**src/rtl/decode_inst_queue.sv**
```systemverilog
// Instruction queue between Fetch and Decode. A circular buffer of {pc, inst, meta}
// records with valid/ready on both sides, branch-redirect delay-slot retention and flush.
module decode_inst_queue #(
  parameter int unsigned DEPTH  = 4,
  parameter int unsigned PC_W   = 32,
  parameter int unsigned INST_W = 32,
  parameter int unsigned META_W = 3,
  parameter int unsigned CNT_W  = $clog2(DEPTH + 1)
) (
  input  logic              clk,
  input  logic              rst,
  input  logic              flush,
  input  logic              redirect,
  input  logic              in_valid,
  output logic              in_ready,
  input  logic [PC_W-1:0]   in_pc,
  input  logic [INST_W-1:0] in_inst,
  input  logic [META_W-1:0] in_meta,
  output logic              out_valid,
  input  logic              out_ready,
  output logic [PC_W-1:0]   out_pc,
  output logic [INST_W-1:0] out_inst,
  output logic [META_W-1:0] out_meta,
  output logic [CNT_W-1:0]  count
);

  localparam int unsigned PTR_W = $clog2(DEPTH);

  typedef struct packed {
    logic [PC_W-1:0]   pc;
    logic [INST_W-1:0] inst;
    logic [META_W-1:0] meta;
  } entry_t;

  entry_t             mem_q [DEPTH];
  entry_t             mem_d [DEPTH];
  logic [PTR_W-1:0]   rd_ptr_q, rd_ptr_d;
  logic [PTR_W-1:0]   wr_ptr_q, wr_ptr_d;
  logic [CNT_W-1:0]   count_q, count_d;
  logic               in_ready_q, in_ready_d;
  logic               out_valid_q, out_valid_d;
  entry_t             head_q, head_d;
  logic               push, pop;

  // Next-state: flush beats redirect beats normal push/pop accounting.
  always_comb begin
    push     = in_valid & in_ready_q;
    pop      = out_valid_q & out_ready;
    mem_d    = mem_q;
    rd_ptr_d = rd_ptr_q;
    wr_ptr_d = wr_ptr_q;
    count_d  = count_q;

    if (flush) begin
      count_d  = '0;
      rd_ptr_d = wr_ptr_q;
    end else if (redirect && pop && (count_q >= CNT_W'(2))) begin
      // Keep only the delay slot behind the branch; the offered push is dropped.
      rd_ptr_d = rd_ptr_q + PTR_W'(1);
      wr_ptr_d = rd_ptr_q + PTR_W'(2);
      count_d  = CNT_W'(1);
    end else begin
      // A redirect with one entry falls through here: the push (if any) is the delay slot.
      if (push) begin
        mem_d[wr_ptr_q] = '{pc: in_pc, inst: in_inst, meta: in_meta};
        wr_ptr_d        = wr_ptr_q + PTR_W'(1);
      end
      if (pop) begin
        rd_ptr_d = rd_ptr_q + PTR_W'(1);
      end
      count_d = count_q + CNT_W'(push) - CNT_W'(pop);
    end

    in_ready_d  = (count_d != CNT_W'(DEPTH));
    out_valid_d = (count_d != '0);
    head_d      = out_valid_d ? mem_d[rd_ptr_d] : '0;
  end

  // Control and output registers.
  always_ff @(posedge clk) begin
    if (rst) begin
      rd_ptr_q    <= '0;
      wr_ptr_q    <= '0;
      count_q     <= '0;
      in_ready_q  <= 1'b1;
      out_valid_q <= 1'b0;
      head_q      <= '0;
    end else begin
      rd_ptr_q    <= rd_ptr_d;
      wr_ptr_q    <= wr_ptr_d;
      count_q     <= count_d;
      in_ready_q  <= in_ready_d;
      out_valid_q <= out_valid_d;
      head_q      <= head_d;
    end
  end

  // Storage array; contents are meaningless while count is zero.
  always_ff @(posedge clk) begin
    mem_q <= mem_d;
  end

  assign in_ready  = in_ready_q;
  assign out_valid = out_valid_q;
  assign out_pc    = head_q.pc;
  assign out_inst  = head_q.inst;
  assign out_meta  = head_q.meta;
  assign count     = count_q;

endmodule

```
**config.mk**
```make
export PLATFORM = sky130hd
export DESIGN_NAME = decode_inst_queue
export DESIGN_NICKNAME = d
export VERILOG_FILES = /design/src/rtl/decode_inst_queue.sv
export SDC_FILE = /design/constraint.sdc
export NUM_CORES = 1
export LEC_CHECK = 0
export ABC_CLOCK_PERIOD_IN_PS = 4700
export CAP_MARGIN = 20
export CORE_AREA = 2 2 188 144
export DETAILED_ROUTE_END_ITERATION = 16
export DIE_AREA = 0 0 190 146
export HOLD_SLACK_MARGIN = 0.08
export PLACE_DENSITY = 0.71
export SLEW_MARGIN = 0
export SYNTH_ARGS = -nofsm -noshare
export SYNTH_HDL_FRONTEND = slang
export SYNTH_SLANG_ARGS = --single-unit
```
**constraint.sdc**
```tcl
create_clock -name clk -period 4.7 [get_ports clk]
set_input_delay 0.94 -clock clk [delete_from_list [all_inputs] [get_ports clk]]
set_output_delay 0.94 -clock clk [all_outputs]
set_load 0.03 [all_outputs]
```
==> results_dict.tcl <==
set metrics [dict create \
    post-route-period-util_pct 76.6 \
    cts_tree "built" \
    period_needed_ns 3.60 \
    gp_congestion 0.739 \
    tightest_slew_ns 1.06 \
    via_per_inst 5.51 \
    dieArea_um2 27700 \
    grt_usage_pct 20.3 \
    postSynthCellCount 1009 \
    numCtsBuffers 34 \
    antenna_found_initial 2 \
    synth_area_um2 12700 \
    ctsHoldBuffers 0 \
    wl_per_cell_um 18.9 \
    initial_core_util_pct 49.4 \
    grt_max_degree 68 \
    slew_headroom_pct 28.0 \
    core.rowCount 51 \
    cp-start-kind "primary input" \
    fin_cells 1506 \
    nFillCells 2025 \
    drive_gt1_share_pct 30.7 \
    clk_pin_slew_ns 0.06 \
    async_flop_share_pct 0 \
    h-tree-depth 2 \
    synth_top_area_share_pct 54.2 \
    report.final.slew_viol_count 0 \
    area_growth_syn_to_layout_pct 22.6 \
    yosys_warnings 0 \
    synth-edff-count 0 \
    clock-sinks 344 \
    grt_pass1_wl_um 45300 \
    overflow 0 \
    clock_path_buffers 3 \
    ant_nets 0 \
    dpl.hpwl_um 16900 \
    dieWidth_um 190 \
    ys_ff_latch 344 \
    max_clock_freq_ghz 0.278 \
    avgSynthCellArea_um2 12.6 \
    rsz0062_at_grt "false" \
    io_pins 145 \
    port_buffers 144 \
    synth_seq_area_share_pct 54.2 \
    syn_nets 1090 \
    synth_cell_types 33 \
    yosys.area.top_type "dfxtp_1" \
    status "completed" \
    clock_latency_ns 0.50 \
    setup_viol 0 \
    core_area_um2 25700 \
    fin_util_pct 60.6 \
    cp.arrival_ns 3.97 \
    maxCapViolCount 0 \
    leakage_uw 0.00627 \
    final_nets 1217 \
    die_y_um 146 \
    cts_setup_buffers 0 \
    timing.final.hold_violations 0 \
    fin_setup_tns_ns 0 \
    cts_root_buffer "clkbuf_16" \
    first_iter_violations 341 \
    vdd_drop_max_mv 0.266 \
    skew_ns 0.0127 \
    cp.required_ns 5.06 \
    hold_class "reg2reg" \
    dpl.cell_count 1444 \
    synth_flop_cell "dfxtp_1" \
    critPathCaptureType "flip-flop" \
    grt_pass1_vias 8524 \
    powerDensity_nw_per_um2 516 \
    synth_area_leaders "dfxtp_1 54%, mux2_2 24%, mux2i_1 5.4%" \
    critPathKind "in2reg" \
    wl_um 28500 \
    post_cts_resized 0 \
    cp_max_fo 31 \
    route.detailed.drc 0 \
    num_vias 8291 \
    firstDrtPassIters 4 \
]
[stage by stage]
step | power, µW | hold slack, ns | area, µm² | setup WS [ns]
final | 8030 | 0.471 | 15600 | 1.10
after global routing | 8400 | 0.486 | 15600 | 0.841
after CTS | 8100 | 0.475 | 15600 | 1.11
after detailed placement | 5400 | 0.461 | 14400 | 0.622
after global placement | 5330 | 0.455 | 14400 | 0.680
after floorplan | 4930 | 0.450 | 12700 | 1.09
[critical path, cell delays in order]
cell and delay (ns):
clkdlybuf4s50_1 0.47, nand2_1 0.15, inv_1 0.06, ha_1 0.28
inv_1 0.06, ha_1 0.13, inv_1 0.05, fa_1 0.39
xnor2_1 0.20, nand4b_1 0.22, nand4bb_4 0.36, buf_4 0.46
o22ai_1 0.17
[registers in the layout, summed over array words and instances, names as in the netlist]
| name | cells |
|---|---|
| count | 3 |
| in_ready | 1 |
| out_pc | 32 |
| wr_ptr_q | 2 |
| rd_ptr_q | 2 |
| out_valid | 1 |
| out_meta | 3 |
| mem_q | 268 |
| out_inst | 32 |
[power by group]
group	switching (µW)	leakage (µW)	internal (µW)
Combinational	661	0.00286	800
Clock	1090	0.000554	1610
Sequential	253	0.00286	3620
[final timing paths]
path                   start           end  slack, ns  cells after the start
setup / recovery   out_ready  out_inst[28]       1.10                     13
hold / removal    mem_q[109]    mem_q[109]       0.47                      1
setup reg to reg   out_valid  out_inst[28]       1.69                     12
hold reg to reg   mem_q[109]    mem_q[109]       0.47                      1
[layout make-up]
cell class,instances,area (µm²),share of cell area [%]
Antenna cell,1,2.50,0.0161
Timing Repair Buffer,167,1660,10.7
Sequential cell,344,6890,44.2
Clock buffer,50,1010,6.50
Inverter,7,26.3,0.169
Clock inverter,11,118,0.755
Multi-Input combinational cell,582,5440,34.9
Tap cell,344,430,2.76
[layer usage]
layer	global-route usage (%)	vias up	wire length, µm
li1	-	3983	-
met3	3.54	45	1350
met4	5.78	0	587
met1	26.1	4080	13000
met5	0	-	0
met2	34.9	183	13600
[cell families after synthesis]
| logic type | count (synthesis) | synth area share (%) |
|---|---|---|
| XOR/XNOR | 2 | 0.138 |
| AND/OR/NAND/NOR | 94 | 3.87 |
| AO/OA/AOI/OAI | 142 | 8.37 |
| flip-flops | 344 | 54.2 |
| buffers and inverters | 83 | 3.45 |
| adder cells (fa/ha/maj) | 8 | 0.847 |
| multiplexers | 336 | 29.1 |
[synth_stat cells (all sizes together) (2+ instances only)]
| library cell | instances |
|---|---|
| xnor2 | 2 |
| clkbuf | 24 |
| nand2 | 2 |
| nor4b | 5 |
| nor2b | 2 |
| dfxtp | 344 |
| inv | 7 |
| a21oi | 3 |
| o221ai | 67 |
| nor3 | 3 |
| o22ai | 69 |
| mux2 | 268 |
| ha | 7 |
| nand4b | 2 |
| mux2i | 68 |
| buf | 52 |
| nor2 | 71 |
| nor4 | 2 |
[placed cells by master (no fill, tap or decap), types with 2 or more instances in the layout]
cell / Yosys / final
o221ai_1: 67 / 67
nor2b_1: 2 / 2
clkbuf_1: 24 / 7
o22ai_1: 69 / 69
nand4b_1: 2 / 2
clkbuf_8: 0 / 8
clkinvlp_4: 0 / 2
xnor2_1: 2 / 2
nor4b_4: 3 / 5
buf_12: 0 / 4
clkdlybuf4s50_1: 0 / 144
nand2_1: 2 / 2
clkbuf_16: 0 / 35
buf_4: 8 / 19
nor2_1: 71 / 71
nor3_1: 3 / 3
mux2_2: 268 / 268
clkinv_2: 0 / 5
mux2i_1: 68 / 67
nor4_1: 2 / 2
dfxtp_1: 344 / 344
inv_1: 7 / 7
ha_1: 7 / 7
a21oi_1: 3 / 3
bufinv_16: 0 / 2
(Power assumes the default switching activity.)
